===== src/rtl/fifo_pkg.sv =====
// Shared definitions for the synchronous FIFO: read-mode encoding and the
// occupancy-counter width helper.
package fifo_pkg;

  typedef enum logic {
    FIFO_STD  = 1'b0,
    FIFO_FWFT = 1'b1
  } fifo_mode_e;

  // count must represent 0..depth inclusive, hence depth+1 codes
  function automatic int cnt_width(input int depth);
    return $clog2(depth + 1);
  endfunction

endpackage


===== src/rtl/fifo_mem.sv =====
// Simple dual-port storage: one synchronous write port, one asynchronous read
// port. Contents are never cleared, by reset or by reads.
module fifo_mem #(
  parameter int DATA_WIDTH = 32,
  parameter int DEPTH      = 16,
  localparam int AW        = (DEPTH > 1) ? $clog2(DEPTH) : 1
) (
  input  logic                  clk,
  input  logic                  we,
  input  logic [AW-1:0]         waddr,
  input  logic [DATA_WIDTH-1:0] wdata,
  input  logic [AW-1:0]         raddr,
  output logic [DATA_WIDTH-1:0] rdata
);

  logic [DATA_WIDTH-1:0] mem [DEPTH];

  always_ff @(posedge clk) begin
    if (we) begin
      mem[waddr] <= wdata;
    end
  end

  assign rdata = mem[raddr];

endmodule


===== src/rtl/sync_fifo.sv =====
// Single-clock FIFO with registered status flags, error pulses and a choice of
// registered-read or first-word-fall-through output.
module sync_fifo
  import fifo_pkg::*;
#(
  parameter int DATA_WIDTH = 32,
  parameter int DEPTH      = 16,
  parameter int AF_LEVEL   = DEPTH - 2,
  parameter int AE_LEVEL   = 2,
  parameter int FWFT       = 0
) (
  input  logic                       clk,
  input  logic                       rst,
  input  logic                       w_en,
  input  logic [DATA_WIDTH-1:0]      data_in,
  input  logic                       r_en,
  output logic [DATA_WIDTH-1:0]      data_out,
  output logic                       rd_valid,
  output logic                       full,
  output logic                       empty,
  output logic                       almost_full,
  output logic                       almost_empty,
  output logic [$clog2(DEPTH+1)-1:0] count,
  output logic                       overflow,
  output logic                       underflow
);

  localparam int CW = cnt_width(DEPTH);
  localparam int PW = (DEPTH > 1) ? $clog2(DEPTH) : 1;
  localparam fifo_mode_e MODE = (FWFT != 0) ? FIFO_FWFT : FIFO_STD;
  localparam logic [CW-1:0] DEPTH_C = CW'(DEPTH);
  localparam logic [CW-1:0] AF_C    = CW'(AF_LEVEL);
  localparam logic [CW-1:0] AE_C    = CW'(AE_LEVEL);
  localparam logic [PW-1:0] LAST_C  = PW'(DEPTH - 1);

  if (DEPTH < 2) begin : g_bad_depth
    $error("sync_fifo: DEPTH must be at least 2");
  end
  if (AE_LEVEL >= AF_LEVEL) begin : g_bad_levels
    $error("sync_fifo: AE_LEVEL must be below AF_LEVEL");
  end
  if (AF_LEVEL > DEPTH) begin : g_bad_af
    $error("sync_fifo: AF_LEVEL must not exceed DEPTH");
  end

  logic [PW-1:0] wr_ptr_q, wr_ptr_d;
  logic [PW-1:0] rd_ptr_q, rd_ptr_d;
  logic [CW-1:0] count_q, count_d;
  logic          full_q, full_d;
  logic          empty_q, empty_d;
  logic          af_q, af_d;
  logic          ae_q, ae_d;
  logic          overflow_q, overflow_d;
  logic          underflow_q, underflow_d;
  logic          wr_acc, rd_acc;
  logic [DATA_WIDTH-1:0] mem_rdata;

  // Each side is qualified only by its own flag, so a read never frees room
  // for a same-cycle write at full, nor a write feed a same-cycle read at empty.
  assign wr_acc = w_en && !full_q;
  assign rd_acc = r_en && !empty_q;

  always_comb begin
    wr_ptr_d = wr_ptr_q;
    if (wr_acc) begin
      wr_ptr_d = (wr_ptr_q == LAST_C) ? '0 : wr_ptr_q + 1'b1;
    end
    rd_ptr_d = rd_ptr_q;
    if (rd_acc) begin
      rd_ptr_d = (rd_ptr_q == LAST_C) ? '0 : rd_ptr_q + 1'b1;
    end

    count_d = count_q;
    if (wr_acc && !rd_acc) begin
      count_d = count_q + 1'b1;
    end else if (rd_acc && !wr_acc) begin
      count_d = count_q - 1'b1;
    end

    // Flags come from the next count so they move in step with count itself
    full_d      = (count_d == DEPTH_C);
    empty_d     = (count_d == '0);
    af_d        = (count_d >= AF_C);
    ae_d        = (count_d <= AE_C);
    overflow_d  = w_en && full_q;
    underflow_d = r_en && empty_q;
  end

  always_ff @(posedge clk) begin
    if (rst) begin
      wr_ptr_q    <= '0;
      rd_ptr_q    <= '0;
      count_q     <= '0;
      full_q      <= 1'b0;
      empty_q     <= 1'b1;
      af_q        <= 1'b0;
      ae_q        <= 1'b1;
      overflow_q  <= 1'b0;
      underflow_q <= 1'b0;
    end else begin
      wr_ptr_q    <= wr_ptr_d;
      rd_ptr_q    <= rd_ptr_d;
      count_q     <= count_d;
      full_q      <= full_d;
      empty_q     <= empty_d;
      af_q        <= af_d;
      ae_q        <= ae_d;
      overflow_q  <= overflow_d;
      underflow_q <= underflow_d;
    end
  end

  fifo_mem #(
    .DATA_WIDTH(DATA_WIDTH),
    .DEPTH     (DEPTH)
  ) u_mem (
    .clk  (clk),
    .we   (wr_acc && !rst),
    .waddr(wr_ptr_q),
    .wdata(data_in),
    .raddr(rd_ptr_q),
    .rdata(mem_rdata)
  );

  if (MODE == FIFO_FWFT) begin : g_fwft
    assign data_out = mem_rdata;
    assign rd_valid = !empty_q;
  end else begin : g_std
    logic [DATA_WIDTH-1:0] dout_q, dout_d;
    logic                  rd_valid_q, rd_valid_d;

    always_comb begin
      dout_d     = rd_acc ? mem_rdata : dout_q;
      rd_valid_d = rd_acc;
    end

    always_ff @(posedge clk) begin
      if (rst) begin
        dout_q     <= '0;
        rd_valid_q <= 1'b0;
      end else begin
        dout_q     <= dout_d;
        rd_valid_q <= rd_valid_d;
      end
    end

    assign data_out = dout_q;
    assign rd_valid = rd_valid_q;
  end

  assign full         = full_q;
  assign empty        = empty_q;
  assign almost_full  = af_q;
  assign almost_empty = ae_q;
  assign count        = count_q;
  assign overflow     = overflow_q;
  assign underflow    = underflow_q;

endmodule


===== config.mk =====
export PLATFORM = sky130hd
export DESIGN_NAME = sync_fifo
export DESIGN_NICKNAME = d
export VERILOG_FILES = /design/src/rtl/fifo_pkg.sv /design/src/rtl/fifo_mem.sv /design/src/rtl/sync_fifo.sv
export SDC_FILE = /design/constraint.sdc
export NUM_CORES = 1
export LEC_CHECK = 0
export BUFFER_PORTS_ARGS = -buffer_cell sky130_fd_sc_hd__buf_2
export CORE_AREA = 8 8 275 277
export DETAILED_ROUTE_END_ITERATION = 8
export DIE_AREA = 0 0 283 285
export PLACE_DENSITY = 0.44
export SYNTH_ARGS = -nofsm -noshare
export SYNTH_HDL_FRONTEND = slang
export SYNTH_SLANG_ARGS = --single-unit

===== constraint.sdc =====
create_clock -name clk -period 4.6 [get_ports clk]
set_input_delay 1.15 -clock clk [delete_from_list [all_inputs] [get_ports clk]]
set_output_delay 1.15 -clock clk [all_outputs]
set_load 0.01 [all_outputs]

Yosys cells after proc, flatten, opt, wreduce, memory -nomap -nowiden. Memory sizes are Yosys's and may differ from the RTL's. A register that Yosys moved wholly into a read port is not among the register bits. Cells that the tools add are included.

Add/sub/neg operators: 4. $lt $le $gt $ge: 2. Eq/ne operators: 3. Muxes and demuxes: 6. Reduce and logical (&&, ||, !) cells: 13.

Operators with widths (number): 5-bit two-way mux (2); 4-bit by 1-bit adder with 4-bit output, second input constant (2); 4-bit == test, second input constant (2); 4-bit two-way mux (2); 1-bit logical AND (7); 5-bit by 1-bit adder with 5-bit output, second input constant (1); 5-bit == test, second input constant (1); 5-bit by 4-bit greater-or-equal comparator with 1-bit output, second input constant (1); 5-bit by 2-bit less-or-equal comparator with 1-bit output, second input constant (1); 1-bit logical NOT (5); 5-bit logical NOT (1); 5-bit by 1-bit subtractor with 5-bit output, second input constant (1); 1-bit two-way mux (2).

Register bits after elaboration: 20. Memory bits (writable): 512. Logic and storage cells: 39. Memories kept: 1.

Memory list: u_mem.mem (depth 16, width 32, rd ports 1, clocked after Yosys merged registers in 1, wr ports 1, RTL line fifo_mem.sv:16) `logic [DATA_WIDTH-1:0] mem [DEPTH];`.

Logic depth before layout (Yosys ltp). Gate-level depths: netlist (run 1).

Depth in word-level cells: 7. Mapped depth: 8. Mapped depth without buffers: 8.

By module. Synthesis (run 1) repeated with hierarchy kept, for this count alone.

Cell total of the unflattened synthesis: 1055. Area, all modules: 21292.9 um^2.

Modules (own cells, without submodules): fifo_mem (times used 1, cells an instance 806, area each 19213.4 um^2); sync_fifo (times used 1, cells an instance 249, area each 2079.5 um^2).

Worst setup path before layout (run 1). No wires, ideal clock.

Kind: in2reg. From: in rst. To: mem u_mem.mem[10][0] (enable). Arrival time: 2.589 ns. Data required time: 4.208 ns. Slack: 1.619 ns. Stages: 3. Path buffers: 1. Cells stage by stage: clkbuf_1 nor4b_1 and2_1.

Longest elaborated chain between the ends: 4.

Ends and longest elaborated chain: start, declared (RTL line sync_fifo.sv:13) `input logic rst,`; 1-bit logical NOT (RTL line sync_fifo.sv:118) `.we (wr_acc && !rst),`; 1-bit logical AND (RTL line sync_fifo.sv:118); 1-bit two-way mux (RTL line fifo_mem.sv:19) `if (we) begin`; 1-bit two-way mux (not written as such) (RTL line fifo_mem.sv:20) `mem[waddr] <= wdata;`; end, declared (RTL line fifo_mem.sv:16).

No other way between the ends.

Worst setup path in the final report (run 1).
From: in w_en. To: mem u_mem.mem[8][22] (enable).

Longest elaborated chain between the ends: 4.

Ends and longest elaborated chain: start, declared (RTL line sync_fifo.sv:14) `input logic w_en,`; 1-bit logical AND (RTL line sync_fifo.sv:60) `assign wr_acc = w_en && !full_q;`; 1-bit logical AND (RTL line sync_fifo.sv:118); 1-bit two-way mux (RTL line fifo_mem.sv:19); 1-bit two-way mux (not written as such) (RTL line fifo_mem.sv:20).

No other way between the ends.

==> results of run 1 <==
==> worst register-to-register path, delay by kind of cell, from the launching register on <==
kind	cells	cell delay, ns
simple gates	3	1.70
buf+inv	2	0.58
flops	1	0.34
==> synthesized netlist by cell type (3+ instances only) <==
cell        n  share of area [%]
edfxtp_1  512                 73
mux4_2    128                 14
a22oi_1    64                2.3
dfxtp_1    52                4.9
nand2_1    46               0.82
a22o_1     34                1.4
clkbuf_1   28               0.50
and2_1     17               0.50
nor2_1     16               0.28
buf_2      15               0.35
a21oi_1     9               0.21
buf_6       9               0.48
ha_1        7               0.41
inv_1       5              0.089
nor2b_1     4               0.12
buf_1       3              0.053
nand2b_1    3              0.089
nor3_1      3              0.071
o21ai_0     3              0.071
xor2_1      3               0.12
==> kinds of logic after synthesis <==
logic type | after synthesis
buffers and inverters | 62
and+or+nand+nor | 101
AOI/OAI and AO/OA | 120
muxes | 129
xor gates and xnor gates | 5
adders and majority gates | 7
DFF | 564
==> area by class of cell <==
class,instances,area share [%]
Timing Repair Buffer,106,2.603
Clock buffer,74,6.578
Tap cell,950,4.774
Multi-Input combinational cell,362,18.03
Sequential cell,564,65.96
Inverter,6,0.09045
Antenna cell,1,0.01005
Clock inverter,40,1.955
==> state kept, by name (all words and copies together), names as in the netlist, 4 cells and up <==
signal     count
u_mem.mem    512
wr_ptr_q       4
rd_ptr_q       4
data_out      32
count          5
==> routing by layer <==
metal | routed length, µm | track usage, % | vias up
met3 | 1964 | 2.307 | 80
met5 | 0 | 0 | -
met4 | 1315 | 4.133 | 0
met1 | 23360 | 16.89 | 5279
met2 | 27150 | 22.69 | 188
li1 | - | - | 4364
==> path summary, 6_finish.rpt <==
kind / start / slack [ns] / end
worst max register to register: full / 1.68 / u_mem.mem[8][22]
worst max-delay path: w_en / 1.47 / u_mem.mem[8][22]
worst min-delay path: empty / 0.47 / underflow
worst min register to register: empty / 0.47 / underflow
==> power groups by stage <==
stage	Clock (µW)	Sequential [µW]	Combinational, µW
detailed placement	0	5880	1070
finish	5160	5760	1030
CTS	5310	5770	1070
global placement	0	5870	1060
global route	5510	5780	1130
floorplan	0	5870	670
==> stage by stage <==
| stage | hold slack [ns] | std cells | setup slack (ns) | power (µW) | util [%] |
|---|---|---|---|---|---|
| final | 0.4673 | 2103 | 1.471 | 11960 | 35.07 |
| after global placement | 0.4513 | 1988 | 0.7642 | 6938 | 32.08 |
| after detailed placement | 0.4612 | 1988 | 0.8058 | 6942 | 32.08 |
| after CTS | 0.4693 | 2102 | 1.475 | 12150 | 35.07 |
| after floorplan | 0.4736 | 988 | 1.619 | 6536 | - |
| after global routing | 0.4895 | 2102 | 1.415 | 12410 | 35.07 |
==> out/qor.yml, run 1 <==
status:
  status: "completed"
global_routing:
  grt_pass1_vias: 10800
  antenna_found_initial: 1
  grt_usage_pct: 13.19
  overflow: 0
  grt_pass1_wl_um: 78760
  grt_max_degree: 51
logic_synthesis:
  yosys.area_share.simple_pct: 2.270
  syn_inst: 988
  synthFlopType: "edfxtp_1"
  syn_area_per_cell_um2: 21.43
  synthDistinctLibCells: 40
  syn_nets: 1031
  synth_area_um2: 21170
  ys_ff_latch: 564
  synth_edf_count: 512
  muxShareOfSynthArea_pct: 13.66
  postSynth.asyncResetShare_pct: 0
  ys_seq_area_share_pct: 77.54
  synth_xor_area_share_pct: 0.2069
  synth_top_family_by_area: "multiplexers"
  synth_warnings: 0
  synth_fa_ha_area_share_pct: 0.4137
  synth-compound-area-share_pct: 4.379
timing:
  report.final.hold_viol_count: 0
  rsz0062_at_grt: "false"
  slew_violations: 0
  finalSetupTns_ns: 0
  period_share_pct: 68.02
  slew_headroom_pct: 28.30
  setup_viol: 0
  max_freq_mhz: 319.6
  fin_crit_ns: 3.129
  worstMarginPinSlew_ns: 1.073
  skew_ns: 0.01603
route:
  routed_wl_um: 53800
  wire_per_inst_um: 25.58
  vias: 9911
  dr.pass1.iters: 6
  vias_per_cell: 4.713
  remaining_drc_errors: 0
  drtIter0Drc: 714
  detail-route-antenna-nets: 0
die:
  initial_core_util_pct: 29.82
  dieArea_um2: 80660
  die_w_um: 283
  core_area_um2: 71000
  die_y_um: 285
  rows: 98
  ios: 80
finish:
  multi_input_area_um2: 4491
  seq_area_um2: 16420
  fin_area_um2: 24900
  finalNetCount: 1144
  final_cell_mix: "512 x edfxtp_1, 128 x mux4_2, 79 x buf_2, 64 x a22oi_1, 63 x clkbuf_16"
  final_common_cell: "edfxtp_1"
  synthToLayoutAreaGrowth_pct: 17.62
  drive_above_1_share_pct: 31.08
  fillers: 6557
clock_tree:
  clk_pin_slew_ns: 0.06
  clkLatencyLatePin_ns: 0.61
  numCtsBuffers: 61
  hold_buffers: 0
  ctsResizeCount: 0
  clockRootBuffer: "clkbuf_16"
  cts_tree: "done"
  cts.path.max_buffers: 3
  clock-sinks: 564
  htree_levels: 2
  post-cts-setup-buffers: 0
placed_design:
  port_buffers: 79
  routabilityCongestion: 0.7358
  post_dp_cell_area_um2: 22770
  dp_hpwl_um: 33160
power:
  switching_share_pct: 22.36
  switchingPower_uw: 2674
  p_clk_share_pct: 43.2
  pwr-share-comb_pct: 8.6
  power_density_nw_per_um2: 480.3
  seq_power_share_pct: 48.2
  vdd_drop_max_v: 0.0002482
  p_leak_uw: 0.007907
  p_int_uw: 9284
setup_path:
  crit_buf_inv: 3
  cp_top_family: "simple AND/OR/NAND/NOR gates"
  r2r_cells: 5
  cp_max_fo: 21
  cpPeakStageDelay_ns: 0.79
  cp.depth: 6
  cp.arrival_ns: 3.44
  slowest_stage: "nor4b_1"
  crit_required_ns: 4.91
  crit_path_end_kind: "flop"
  cp_common_cell: "buf_4"
  crit_chain: "buf_2 > nand2b_1 > nor4b_1 > buf_4 > and2_2 > buf_4"
  start_kind: "input pin"
  critical_path_class: "in -> reg"
hold_path:
  hold_path_class: "reg -> reg"
  hold_depth: 2
run:
  drv_cap: 0
Note: power is estimated with default switching activity, not from simulation.
==> run 2: changes to the inputs <==
==> constraint.sdc (replaced) <==
create_clock -name clk -period 3.25 [get_ports clk]
set_input_delay 0.8125 -clock clk [delete_from_list [all_inputs] [get_ports clk]]
set_output_delay 0.8125 -clock clk [all_outputs]
set_load 0.01 [all_outputs]
==> out/qor.yml, run 2 (synthesis results as in run 1) <==
status:
  status: "completed"
setup_path:
  crit_required_ns: 3.75  # -1.16 ns
  slowest_stage: "mux4_2"
  cp_top_family: "compound AO/OA/AOI/OAI gates"
  cp_max_fo: 38  # +81%
  start_kind: "flop"
  cp.arrival_ns: 2.77  # -0.67 ns
  crit_path_end_kind: "flop"
  crit_buf_inv: 1  # -2
  cpPeakStageDelay_ns: 0.58  # -0.21 ns
  crit_chain: "buf_12 > mux4_2 > a22oi_1 > nand2_1 > a22o_1"
  critical_path_class: "reg -> reg"
route:
  dr.pass1.iters: 7  # +1
  drtIter0Drc: 764  # +7.0%
  vias: 9963  # +0.52%
  remaining_drc_errors: 0  # unchanged
  routed_wl_um: 51050  # -5.1%
  vias_per_cell: 4.713  # about the same
  detail-route-antenna-nets: 0  # unchanged
  wire_per_inst_um: 24.15  # -5.6%
finish:
  drive_above_1_share_pct: 29.98  # -1.1 points
  finalNonFillerCells: 2114  # +0.52%
  finalNetCount: 1157  # +1.1%
  final_cell_mix: "512 x edfxtp_1, 128 x mux4_2, 79 x buf_2, 64 x a22oi_1, 60 x clkbuf_16"
  synthToLayoutAreaGrowth_pct: 18.04
  largest-register: "u_mem.mem"
  final_common_cell: "edfxtp_1"
  largest_reg_flops: 512  # unchanged
  fin_util_pct: 35.20  # +0.13 points
  num_antenna_cells: 0  # -1
clock_tree:
  clock-sinks: 564  # unchanged
  clockRootBuffer: "clkbuf_16"
  numCtsBuffers: 60  # -1.6%
  hold_buffers: 0  # unchanged
  ctsResizeCount: 0  # unchanged
  cts_tree: "done"
  htree_levels: 2  # unchanged
  cts.path.max_buffers: 3  # unchanged
  post-cts-setup-buffers: 0  # unchanged
  clkLatencyLatePin_ns: 0.63  # +0.02 ns
  clk_pin_slew_ns: 0.06  # about the same
power:
  pwr-share-comb_pct: 9.0  # +0.4 points
  p_leak_uw: 0.007887  # -0.25%
  switchingPower_uw: 3638  # +36%
  vdd_drop_max_v: 0.0003969  # +60%
  p_clk_share_pct: 40.3  # -2.9 points
  seq_power_share_pct: 50.7  # +2.5 points
  switching_share_pct: 22.67  # +0.30 points
  p_int_uw: 12410  # +34%
  power_density_nw_per_um2: 642.4  # +34%
placed_design:
  routabilityCongestion: 0.6943  # -5.6%
  dp.cells: 2002  # +0.70%
  dp_hpwl_um: 29740  # -10%
  dpl_worst_slack_ns: 0.4923  # -0.3135 ns
  port_buffers: 79  # unchanged
global_routing:
  antenna_found_initial: 0  # -1
  overflow: 0  # unchanged
  grt_max_degree: 40  # -22%
  grt_usage_pct: 12.51  # -0.67 points
  grt_pass1_wl_um: 75710  # -3.9%
  grt_pass1_vias: 10840  # +0.38%
timing:
  report.final.hold_viol_count: 0  # unchanged
  worstMarginPinSlew_ns: 0.9647  # -0.1082 ns
  setup_viol: 0  # unchanged
  period_share_pct: 69.92
  max_freq_mhz: 440.1
  slew_headroom_pct: 35.69  # +7.4 points
  fin_crit_ns: 2.272
  skew_ns: 0.02335  # +0.007321 ns
  finalSetupTns_ns: 0  # unchanged
  rsz0062_at_grt: "false"
  slew_violations: 0  # unchanged
  worst_slack_ns: 0.9777  # -0.4933 ns
run:
  drv_cap: 0  # unchanged
die:
  ios: 80  # unchanged
  initial_core_util_pct: 29.82  # unchanged
  die_y_um: 285  # unchanged
  rows: 98  # unchanged
  core_area_um2: 71000  # unchanged
  die_w_um: 283  # unchanged
  dieArea_um2: 80660  # unchanged
hold_path:
  hold_path_class: "in -> reg"
[run 2: area by class of cell]
cell class | instances | area, µm²
clock buffer | 79 | 1573
clock inverter | 33 | 262.8
fill | 6565 | 46010
inverter | 6 | 22.52
multi-input combinational | 362 | 4491
sequential | 564 | 16420
tap | 950 | 1189
timing repair buffer | 120 | 1028
[run 2: final timing paths]
| check | startpoint | end | slack, ns | depth (start not counted) |
|---|---|---|---|---|
| worst max register to register | rd_ptr_q[0] | data_out[5] | 0.98 | 5 |
| worst max-delay path | rd_ptr_q[0] | data_out[5] | 0.98 | 5 |
| worst min register to register | empty | underflow | 0.47 | 2 |
| worst min-delay path | r_en | underflow | 0.44 | 3 |
[run 2: routing by layer]
layer / vias up / global-route usage (%) / part of all wire [%]
li1: 4391 / - / -
met4: 0 / 3.838 / 2.2
met3: 74 / 2.068 / 3.6
met1: 5323 / 16.93 / 46
met2: 175 / 20.62 / 48
met5: - / 0 / 0
[run 2: worst register-to-register path: cells and delay by family, from the launching register on]
kind / cells / cell delay (ns)
multiplexers: 1 / 0.65
AND/OR/NAND/NOR: 1 / 0.10
flip-flops: 1 / 0.45
buffers and inverters: 1 / 0.31
AO/OA/AOI/OAI: 2 / 0.65
[run 2: through the flow]
stage               area [µm²]  power [µW]  hold WS (ns)
floorplan                21170        9250        0.4736
global placement         23150        9780        0.4552
detailed placement       23150        9788        0.4520
CTS                      24990       16330        0.3843
global route             24990       16660        0.4306
finish                   24990       16050        0.4398
[run 2: power groups by stage]
stage	registers (µW)	logic, µW	clock network (µW)
finish	8140	1440	6470
floorplan	8300	949	0
global route	8160	1580	6920
detailed placement	8290	1490	0
global placement	8290	1490	0
CTS	8140	1500	6690
==> run 3: changes to the inputs <==
--- a/config.mk
+++ b/config.mk
@@ -5,11 +5,12 @@
 export SDC_FILE = /design/constraint.sdc
 export NUM_CORES = 1
 export LEC_CHECK = 0
+export ABC_AREA = 1
 export BUFFER_PORTS_ARGS = -buffer_cell sky130_fd_sc_hd__buf_2
-export CORE_AREA = 8 8 275 277
+export CORE_AREA = 8 8 284 286
 export DETAILED_ROUTE_END_ITERATION = 8
-export DIE_AREA = 0 0 283 285
-export PLACE_DENSITY = 0.44
+export DIE_AREA = 0 0 292 294
+export PLACE_DENSITY = 0.46
 export SYNTH_ARGS = -nofsm -noshare
 export SYNTH_HDL_FRONTEND = slang
 export SYNTH_SLANG_ARGS = --single-unit
==> constraint.sdc (replaced) <==
create_clock -name clk -period 2 [get_ports clk]
set_input_delay 0.5 -clock clk [delete_from_list [all_inputs] [get_ports clk]]
set_output_delay 0.5 -clock clk [all_outputs]
set_load 0.01 [all_outputs]
==> out/qor.yml, run 3 <==
status:
  status: "completed"
clock_tree:
  hold_buffers: 0  # unchanged
  clock-sinks: 564  # unchanged
  cts.path.max_buffers: 3  # unchanged
  htree_levels: 2  # unchanged
  clkLatencyLatePin_ns: 0.63  # about the same
  numCtsBuffers: 61  # +1.7%
  cts_tree: "done"
  clockRootBuffer: "clkbuf_16"
  clk_pin_slew_ns: 0.06  # about the same
power:
  vdd_drop_max_v: 0.0007277  # +83%
  power_uw: 28230  # +76%
  p_leak_uw: 0.009545  # +21%
  power_density_nw_per_um2: 1048  # +63%
timing:
  slew_headroom_pct: 70.71  # +35 points
  rsz0062_at_grt: "false"
  fin_crit_ns: 1.863  # -0.4091 ns
  max_freq_mhz: 536.7  # +22%
  period_share_pct: 93.16  # +23 points
  slew_violations: 0  # unchanged
  report.final.hold_viol_count: 0  # unchanged
  worstMarginPinSlew_ns: 0.4394  # -0.5253 ns
  skew_ns: 0.02716  # +0.003805 ns
  setup_viol: 0  # unchanged
setup_path:
  start_kind: "flop"
  crit_path_end_kind: "flop"
  cp_max_fo: 71  # +87%
  critical_path_class: "reg -> reg"
  crit_required_ns: 2.54  # -1.21 ns
  cp.arrival_ns: 2.40  # -0.37 ns
finish:
  largest_reg_flops: 512  # unchanged
  fillers: 7511  # +14%
  largest-register: "u_mem.mem"
  drive_above_1_share_pct: 15.34  # -15 points
  seq_area_um2: 16420  # about the same
  multi_input_area_um2: 5480  # +22%
  synthToLayoutAreaGrowth_pct: 19.13
  num_antenna_cells: 0  # unchanged
  finalNetCount: 2072  # +79%
  final_common_cell: "edfxtp_1"
  fin_util_pct: 35.24  # +0.039 points
  final_cell_mix: "512 x edfxtp_1, 430 x nor2_1, 203 x nand2_1, 173 x o21ai_0, 121 x o21ai_1"
logic_synthesis:
  synth_edf_count: 512  # unchanged
  syn_inst: 1916  # +94%
  yosys.cell_count.top_type: "edfxtp_1"
  synth_area_leader_cell: "edfxtp_1"
  synthFlopType: "edfxtp_1"
  syn_area_per_cell_um2: 11.80  # -45%
  ys_seq_area_share_pct: 72.60  # -4.9 points
  synth_commonest_cells: "512 x edfxtp_1, 443 x nor2_1, 204 x nand2_1"
  yosysTopAreaCellShare_pct: 67.99  # -4.6 points
  postSynth.asyncResetShare_pct: 0  # unchanged
  synthDistinctLibCells: 30  # -25%
  synth.top_cells.by_area: "edfxtp_1 68%, nor2_1 7.4%, dfxtp_1 4.6%"
  ys_ff_latch: 564  # unchanged
  synth_area_um2: 22610  # +6.8%
  synth_warnings: 0  # unchanged
  syn_nets: 1959  # +90%
route:
  vias: 14630  # +47%
  routed_wl_um: 63890  # +25%
  wire_per_inst_um: 20.83  # -14%
  dr.pass1.iters: 5  # -2
  drtIter0Drc: 1090  # +43%
  detail-route-antenna-nets: 0  # unchanged
  vias_per_cell: 4.769  # +1.2%
  remaining_drc_errors: 0  # unchanged
die:
  rows: 102  # +4.1%
  ios: 80  # unchanged
  die_w_um: 292  # +3.2%
  die_y_um: 294  # +3.2%
  dieArea_um2: 85850  # +6.4%
  core_area_um2: 76450  # +7.7%
  initial_core_util_pct: 29.58  # -0.24 points
global_routing:
  antenna_found_initial: 2  # +2
  grt_pass1_vias: 14730  # +36%
  grt_usage_pct: 14.46  # +1.9 points
  overflow: 0  # unchanged
  grt_pass1_wl_um: 94920  # +25%
  grt_max_degree: 72  # +80%
placed_design:
  routabilityCongestion: 0.7704  # +11%
  dp_hpwl_um: 38770  # +30%
  port_buffers: 79  # unchanged
run:
  drv_cap: 0  # unchanged
hold_path:
  hold_path_class: "in -> reg"
-- run 3: cell types whose count changed after synthesis, sizes merged, moves of 38 or more --
cell   delta
mux4    -128
buf      +38
inv      +51
o21ai   +291
a22oi    -64
nand2   +159
nand3   +112
nor2    +428
-- run 3: kinds of logic (layout without fill, tap and decap cells) --
group	after synthesis	count (layout)	synth area share, %
xor gates and xnor gates	4	4	0.1550
adders and majority gates	7	7	0.3873
buffers and inverters	171	334	3.945
AOI/OAI and AO/OA	363	363	8.389
DFF	564	564	72.60
and+or+nand+nor	807	807	14.53
-- run 3: timing repair --
item / 4_1_cts / 5_1_grt
buffers inserted: 0 / 1
gates resized for setup: 2 / 0
setup endpoints to repair: 1 / 16
hold endpoints to repair: 0 / 0
cloned: 0 / 1
-- run 3: final timing paths --
path	cells after the start	end	from	slack, ns
worst max-delay path	7	data_out[16]	rd_ptr_q[0]	0.14
worst min-delay path	3	underflow	r_en	0.17
worst min register to register	2	underflow	empty	0.53
worst max register to register	7	data_out[16]	rd_ptr_q[0]	0.14
-- run 3: power breakdown --
part           leakage [µW]  total [µW]  internal (µW)  switching, µW
Clock              0.000977       11200           6550           4680
Sequential          0.00504       13300          13100            190
Combinational       0.00353        3670           1220           2450
-- run 3: metrics by stage --
| step | TNS (ns) | hold slack [ns] | setup slack, ns | cell area (µm²) | instances |
|---|---|---|---|---|---|
| after floorplan | -70.41 | 0.4873 | -0.2505 | 22770 | 1916 |
| after global placement | -0.002613 | 0.5127 | -0.002613 | 24890 | 2952 |
| after detailed placement | -0.05865 | 0.5172 | -0.006984 | 24890 | 2952 |
| after CTS | 0 | 0.1205 | 0.04278 | 26900 | 3065 |
| after global routing | 0 | 0.1394 | 0.04115 | 26940 | 3067 |
| final | 0 | 0.1731 | 0.1368 | 26940 | 3067 |
-- run 3: layout make-up --
type	count	share of cell area, %
sequential	564	60.97
multi-input combinational	1181	20.34
clock buffer	78	6.089
timing repair buffer	163	5.774
tap	988	4.589
clock inverter	35	1.342
inverter	58	0.8872
-- run 3: layer usage --
metal  share of wire (%)  track usage, %  routed length [µm]
met1                  46           19.61               29170
met2                  48           24.05               30350
met3                 4.8           2.496                3085
met4                 2.0           3.457                1281
met5                   0               0                   0
-- run 3: critical path, stage by stage (launching register included) --
cell and delay [ns]:
dfxtp_4 0.54, buf_12 0.32, o21ai_0 0.14, o21ai_0 0.32, nand2_1 0.13, nand2_1 0.11
nor2_1 0.05, a21oi_1 0.13
